File: config.mk
export PLATFORM = sky130hd
export DESIGN_NAME = fwd_hazard_stage
export DESIGN_NICKNAME = d
export VERILOG_FILES = /design/src/rtl/fwd_hazard_stage.sv
export SDC_FILE = /design/constraint.sdc
export NUM_CORES = 1
export LEC_CHECK = 0
export BUFFER_PORTS_ARGS = -buffer_cell sky130_fd_sc_hd__buf_4
export CORE_ASPECT_RATIO = 1.25
export CORE_MARGIN = 2
export CORE_UTILIZATION = 50
export CTS_BUF_LIST = sky130_fd_sc_hd__clkbuf_8
export DETAILED_ROUTE_END_ITERATION = 12
export PLACE_DENSITY = 0.75
export RECOVER_POWER = 100
export SLEW_MARGIN = 20
export SYNTH_ARGS = -nofsm -noshare
export SYNTH_HDL_FRONTEND = slang
export SYNTH_SLANG_ARGS = --single-unit
File: constraint.sdc
create_clock -name clk -period 2.6 [get_ports clk]
set_clock_uncertainty 0.15 [all_clocks]
set_input_delay 0.26 -clock clk [delete_from_list [all_inputs] [get_ports clk]]
set_output_delay 0.26 -clock clk [all_outputs]
set_load 0.005 [all_outputs]
File: src/rtl/fwd_hazard_stage.sv
// Decode-side hazard stage: registers each instruction with operand forward distances
// against a DEPTH-deep issue history, and inserts one bubble per load-use hazard.
module fwd_hazard_stage #(
    parameter int DEPTH = 2,
    localparam int SW = $clog2(DEPTH + 1)
) (
    input  logic          clk,
    input  logic          rst_n,
    input  logic          flush,
    input  logic          stall,
    input  logic          in_valid,
    input  logic [15:0]   in_instr,
    output logic          in_ready,
    output logic          out_valid,
    output logic [15:0]   out_instr,
    output logic [SW-1:0] out_fwd_a,
    output logic [SW-1:0] out_fwd_b
);

    logic [DEPTH:1] hist_valid;
    logic [15:0]    hist_instr [1:DEPTH];
    logic [SW-1:0]  fwd_a;
    logic [SW-1:0]  fwd_b;
    logic           load_use;
    logic           accept;

    function automatic logic is_prod(input logic [15:0] i);
        return (i[15:14] == 2'b11 && i[7:4] <= 4'd12 && i[7:4] != 4'd5 && i[7:4] != 4'd7)
            || i[15:11] == 5'b10001 || i[15:11] == 5'b10000;
    endfunction

    function automatic logic is_load(input logic [15:0] i);
        return i[15:14] == 2'b00;
    endfunction

    function automatic logic reads_a(input logic [15:0] i);
        return (i[15:14] == 2'b11 && (i[7:4] <= 4'd6 || i[7:4] == 4'd13)) || i[15:14] == 2'b01;
    endfunction

    function automatic logic reads_b(input logic [15:0] i);
        return (i[15:14] == 2'b11 && (i[7:4] <= 4'd5 || (i[7:4] >= 4'd8 && i[7:4] <= 4'd11)))
            || i[15:14] == 2'b00 || i[15:14] == 2'b01
            || (i[15:14] == 2'b10 && (i[13:11] == 3'd1 || i[13:11] == 3'd2 || i[13:11] == 3'd6));
    endfunction

    // Walk oldest to youngest so the youngest matching producer overwrites older hits;
    // loads write [13:11] and only become forwardable once they are two slots back.
    always_comb begin
        logic [2:0] dest;
        logic       hit;
        fwd_a = '0;
        fwd_b = '0;
        for (int k = DEPTH; k >= 1; k--) begin
            dest = is_load(hist_instr[k]) ? hist_instr[k][13:11] : hist_instr[k][10:8];
            hit  = hist_valid[k] && (is_prod(hist_instr[k]) || (is_load(hist_instr[k]) && k >= 2));
            if (hit && dest == in_instr[13:11]) fwd_a = SW'(k);
            if (hit && dest == in_instr[10:8])  fwd_b = SW'(k);
        end
        if (!reads_a(in_instr)) fwd_a = '0;
        if (!reads_b(in_instr)) fwd_b = '0;
    end

    always_comb begin
        load_use = hist_valid[1] && is_load(hist_instr[1]) && in_valid
                && ((reads_a(in_instr) && in_instr[13:11] == hist_instr[1][13:11])
                 || (reads_b(in_instr) && in_instr[10:8]  == hist_instr[1][13:11]));
        in_ready = rst_n && !stall && !flush && !load_use;
        accept   = in_ready && in_valid;
    end

    // Flush beats stall; a refused or absent instruction enters as a zeroed bubble.
    always_ff @(posedge clk) begin
        if (!rst_n || flush) begin
            hist_valid <= '0;
            for (int k = 1; k <= DEPTH; k++) hist_instr[k] <= '0;
            out_fwd_a  <= '0;
            out_fwd_b  <= '0;
        end else if (!stall) begin
            for (int k = 2; k <= DEPTH; k++) begin
                hist_valid[k] <= hist_valid[k-1];
                hist_instr[k] <= hist_instr[k-1];
            end
            hist_valid[1] <= accept;
            hist_instr[1] <= accept ? in_instr : 16'h0000;
            out_fwd_a     <= accept ? fwd_a : '0;
            out_fwd_b     <= accept ? fwd_b : '0;
        end
    end

    assign out_valid = hist_valid[1];
    assign out_instr = hist_instr[1];

endmodule

==> impl_metrics.json, run 1 <==
{
  "clock-sinks": 34,
  "grt.total_usage": 0.209,
  "antenna_cells": 0,
  "synth_area_per_cell_um2": 11.1,
  "switchingPower_uw": 272,
  "setup-violations-final": 0,
  "async_flop_share": 0,
  "viasPerCell": 5.71,
  "crit_fanout": 16,
  "whs_path_depth": 2,
  "detail_route.wl_per_cell_um": 15.5,
  "status": "finished clean",
  "cts_tree": "yes",
  "drc": 0,
  "power_density_nw_per_um2": 588,
  "power_frac_seq": 0.473,
  "yosys-top-cells-count": "28 x edfxtp_1, 27 x and2_1, 11 x inv_1",
  "cts_buffers": 5,
  "route.vias.total": 1416,
  "path_class": "flop to flop",
  "yosysTopAreaCell": "edfxtp_1",
  "place_congestion": 0.963,
  "grt_antenna_before_repair": 0,
  "synth_most_common_cell": "edfxtp_1",
  "cp_data_required_time_ns": 2.60,
  "met2_usage": 0.342,
  "io_pins": 43,
  "rows": 24,
  "max_freq_ghz": 0.435,
  "grt_overflow": 0,
  "synth_flop_cell": "edfxtp_1",
  "hold_violations": 0,
  "htreeDepth": 2,
  "syn-num-nets": 183,
  "nFillCells": 268,
  "ir_worst_vdd_v": 0.000468,
  "syn_to_final_growth_pct": 26.1,
  "cts.repair.resized": 0,
  "slowest_stage": "nor2_1",
  "max-cap-violations": 0,
  "grt.busiest_layer": "met2",
  "hp-class": "primary input to flop",
  "die_area_um2": 4100,
  "first_iter_violations": 95,
  "cp-end-kind": "flop",
  "grt_pass1_wl_um": 6490,
  "drive_gt1_frac": 0.254,
  "drt_pass1_iterations": 4,
  "sw_frac_of_total": 0.203,
  "grt_max_degree": 29,
  "leakage_uw": 0.000967,
  "multiInputGateArea_um2": 756,
  "netlist.area_leader.share": 0.467,
  "synth_seq_cells": 34,
  "slowest_delay_ns": 0.66,
  "crit_chain": "xnor2_1 > and3_1 > a31o_2 > nor2_1 > and2_0",
  "critPathTopFamily": "simple AND/OR/NAND/NOR gates",
  "synth_edf_count": 28,
  "p_int_uw": 1060,
  "rr_worst_depth": 5,
  "finalMaxSlewViolations": 0,
  "synth_area_leaders": "edfxtp_1 47%, and2_1 9.4%, dfxtp_1 6.7%, xnor2_1 2.4%, xor2_1 2.4%",
  "fin_crit_ns": 2.30,
  "ctsHoldBuffers": 0,
  "insertion_delay_ns": 0.28,
  "seq_area_um2": 961,
  "worstMarginPinSlew_ns": 1.45,
  "die_h_um": 71.1,
  "hpwl_um": 2910,
  "grt_pass1_vias": 1455,
  "ys_seq_area_frac": 0.534,
  "use_met3": 0.0548,
  "cts_root_buf": "clkbuf_8",
  "io_buffers": 42,
  "relSlewSlack": 0.0365,
  "die_w_um": 57.7,
  "ant_nets": 0,
  "yosys.cell_types.count": 48,
  "power_frac_comb": 0.108,
  "fin_nets": 229,
  "syn_area_um2": 1800,
  "cp.arrival_ns": 2.30,
  "worst-path-stages": 5,
  "rsz0062_at_grt": "no",
  "path_clk_slew_ns": 0.07,
  "critPathBufInv": 0,
  "holdWs_ns": 0.107,
  "pwr-share-clk": 0.419,
  "critPathLaunchType": "flop",
  "wl_um": 3840,
  "post_cts_buffers": 0,
  "core_area_um2": 3480,
  "period_share": 0.885,
  "synthCells": 162,
  "grtUsageMet1": 0.251,
  "clockBufferDepth": 2,
  "setup_tns_ns": 0,
  "start_util": 0.517,
  "ys_warn_count": 0
}
area by class of cell:
type | instances | area share
Multi-Input combinational cell | 111 | 0.333
Clock buffer | 5 | 0.0303
Inverter | 11 | 0.0182
Clock inverter | 3 | 0.0281
Timing Repair Buffer | 45 | 0.146
Sequential cell | 34 | 0.423
Tap cell | 39 | 0.0215
worst paths after layout:
path | startpoint | end | slack (ns)
setup / recovery | hist_instr[1][13] | hist_instr[1][1] | 0.30
hold / removal | in_instr[0] | hist_instr[1][0] | 0.11
setup reg to reg | hist_instr[1][13] | hist_instr[1][1] | 0.30
hold reg to reg | out_fwd_b[0] | out_fwd_b[0] | 0.32
flip-flops by register name, indices dropped and copies added, names as in the netlist:
register / cells
hist_valid: 2
out_fwd_a: 2
hist_instr: 28
out_fwd_b: 2
layout by cell type, fill, tap and decap left out, types with 3 or more instances in the layout:
cell / instances
nand2_1: 6
a21o_1: 3
clkbuf_4: 22
mux2i_1: 3
edfxtp_1: 28
o21ai_0: 6
and2_0: 15
inv_1: 11
nor3_1: 6
buf_4: 21
dfxtp_1: 6
o2111ai_1: 3
clkbuf_8: 5
and2_1: 12
nor2_1: 8
xor2_1: 5
xnor2_1: 5
through the flow:
stage	total power [µW]	area, µm²	utilization	setup WS, ns	std cells
floorplan	715	1800	-	0.584	162
global placement	782	2160	0.619	0.508	240
detailed placement	790	2160	0.619	0.355	240
CTS	1350	2290	0.657	0.321	248
global route	1390	2270	0.652	0.117	248
finish	1340	2270	0.652	0.299	248
worst reg2reg max path, stage by stage (launching register included):
cell	delay, ns
edfxtp_1	0.49
xnor2_1	0.19
and3_1	0.17
a31o_2	0.27
nor2_1	0.66
and2_0	0.23
routing by layer:
layer,share of wire,vias up
met4,0.021,0
li1,-,691
met1,0.40,660
met2,0.50,56
met5,0,-
met3,0.075,9
power by group through the flow:
stage                     Combinational [µW]  Sequential [µW]  Clock [µW]
after global routing                     160              634         598
after global placement                   141              642           0
after detailed placement                 147              643           0
after floorplan                         76.2              639           0
final                                    144              631         560
after CTS                                148              631         573
logic make-up (layout without fill, tap and decap cells):
family,after synthesis,after routing,share of synthesized area
AOI/OAI and AO/OA,36,36,0.159
xor gates and xnor gates,10,10,0.0486
buffers and inverters,17,64,0.0396
DFF,34,34,0.534
muxes,3,3,0.0167
and+or+nand+nor,62,62,0.202
Note: power is estimated with default switching activity, not from simulation.
==> inputs of run 2 (changes only) <==
--- a/config.mk
+++ b/config.mk
@@ -8,10 +8,10 @@
 export BUFFER_PORTS_ARGS = -buffer_cell sky130_fd_sc_hd__buf_4
 export CORE_ASPECT_RATIO = 1.25
 export CORE_MARGIN = 2
-export CORE_UTILIZATION = 50
+export CORE_UTILIZATION = 55
 export CTS_BUF_LIST = sky130_fd_sc_hd__clkbuf_8
 export DETAILED_ROUTE_END_ITERATION = 12
-export PLACE_DENSITY = 0.75
+export PLACE_DENSITY = 0.82
 export RECOVER_POWER = 100
 export SLEW_MARGIN = 20
 export SYNTH_ARGS = -nofsm -noshare
==> run 2 against run 1 <==
Effect of this change: clock power is 28% lower; highest routed layer unchanged; combinational power hardly changed; sequential share of layout area is 0.71 points higher; worst hold slack worse by 0.012 ns.
==> impl_metrics.json, run 2 (synthesized netlist as in run 1, its figures left out) <==
{
  "cp_data_required_time_ns": 2.60,
  "final_common_cell": "edfxtp_1",
  "drive_gt1_frac": 0.264,
  "min_from": "in_instr[0]",
  "reg2reg_setup_slack_ns": 0.21,
  "grt.total_usage": 0.248,
  "rsz0062_at_grt": "no",
  "insertion_delay_ns": 0.29,
  "io_buffers": 42,
  "htreeDepth": 2,
  "ir_worst_vdd_v": 0.000529,
  "worstMarginPinSlew_ns": 1.48,
  "min_to": "hist_instr[1][0]",
  "start_util": 0.569,
  "pwr-share-clk": 0.342,
  "fin_nets": 228,
  "antenna_cells": 0,
  "setup_tns_ns": 0,
  "placed_area_um2": 2150,
  "hpwl_um": 2980,
  "rr_worst_depth": 5,
  "regToRegEndpoint": "hist_instr[1][14]",
  "place_congestion": 0.943,
  "cp.arrival_ns": 2.39,
  "first_iter_violations": 56,
  "top_register": "hist_instr",
  "clock-sinks": 34,
  "viasPerCell": 5.98,
  "ant_nets": 0,
  "detail_route.wl_per_cell_um": 16.6,
  "power_frac_seq": 0.536,
  "route.vias.total": 1464,
  "power_frac_comb": 0.123,
  "grt_antenna_before_repair": 0,
  "clockBufferDepth": 2,
  "relSlewSlack": 0.0114,
  "path_clk_slew_ns": 0.07,
  "syn_to_final_growth_pct": 24.0,
  "crit-reg2reg-launch": "hist_instr[1][13]",
  "grt_pass1_vias": 1422,
  "grt_overflow": 0,
  "period_share": 0.918,
  "cts_tree": "yes",
  "cts.repair.resized": 0,
  "critPathLaunchType": "flop",
  "sw_frac_of_total": 0.241,
  "p_int_uw": 896,
  "max-cap-violations": 0,
  "die_h_um": 68.0,
  "grt_pass1_wl_um": 6430,
  "cp-end-kind": "flop",
  "largest_reg_flops": 28,
  "post_cts_buffers": 0,
  "fin_crit_ns": 2.39,
  "whs_path_depth": 2,
  "hold_violations": 0,
  "final_cell_mix": "28 x edfxtp_1, 22 x clkbuf_4, 20 x buf_4, 18 x and2_0, 11 x inv_1",
  "max_freq_ghz": 0.419,
  "grt_max_degree": 29,
  "wl_um": 4070,
  "power_density_nw_per_um2": 529,
  "ctsHoldBuffers": 0,
  "setup-violations-final": 0,
  "cts_root_buf": "clkbuf_8",
  "core_area_um2": 3170,
  "die_area_um2": 3750,
  "die_w_um": 55.2,
  "crit_fanout": 16,
  "hp-class": "primary input to flop",
  "io_pins": 43,
  "cts_buffers": 5,
  "rows": 23,
  "switchingPower_uw": 285,
  "postLayoutCellArea_um2": 2230,
  "path_class": "flop to flop",
  "drt_pass1_iterations": 4,
  "finalMaxSlewViolations": 0,
  "leakage_uw": 0.000944,
  "drc": 0,
  "status": "finished clean"
}
## run 2: per-layer routing
layer	global-route usage	vias up	wire (µm)
met5	0	-	0
met4	0.110	0	68
met3	0.0546	7	195
met2	0.424	55	2150
met1	0.293	717	1650
li1	-	685	-
## run 2: final cells by class
| cell class | instances | area, µm² |
|---|---|---|
| multi-input cells | 111 | 766 |
| fillers | 231 | 933 |
| flip-flops and latches | 34 | 961 |
| repair buffers | 44 | 323 |
| inverters | 11 | 41.3 |
| clock buffers | 6 | 82.6 |
| well taps | 37 | 46.3 |
| clock inverters | 2 | 12.5 |
## run 2: critical path, stage by stage, from the launching register on
cell and delay, ns:
edfxtp_1 0.52, xnor2_1 0.20, and3_1 0.18, a31o_2 0.27, nor2_1 0.69, and2_0 0.23
## run 2: worst max-delay path by stage
| stage | to | start | slack (ns) | depth (start not counted) |
|---|---|---|---|---|
| global route | hist_instr[1][1] | hist_instr[1][13] | 0.11 | 5 |
| global placement | out_fwd_a[1] | hist_instr[2][15] | 0.41 | 5 |
| CTS | out_fwd_a[1] | hist_instr[2][15] | 0.33 | 5 |
| floorplan | out_fwd_a[1] | hist_instr[2][15] | 0.58 | 5 |
| finish | hist_instr[1][14] | hist_instr[1][13] | 0.21 | 5 |
| detailed placement | out_fwd_a[1] | hist_instr[2][15] | 0.35 | 5 |
## run 2: power groups by stage
stage	combinational [µW]	clock [µW]	sequential [µW]
3_5_place_dp	146	0	643
5_1_grt	158	438	635
6_report	145	403	633
4_1_cts	146	414	632
3_3_place_gp	138	0	642
2_1_floorplan	76.2	0	639
## run 2: stage by stage
step / total power, µW / hold slack, ns / cells / setup WS [ns] / util
3_5_place_dp: 789 / 0.293 / 237 / 0.353 / 0.678
5_1_grt: 1230 / 0.0942 / 245 / 0.113 / 0.705
4_1_cts: 1190 / 0.0866 / 245 / 0.335 / 0.708
3_3_place_gp: 780 / 0.307 / 237 / 0.413 / 0.678
6_report: 1180 / 0.0945 / 245 / 0.213 / 0.705
2_1_floorplan: 715 / 0.261 / 162 / 0.584 / -
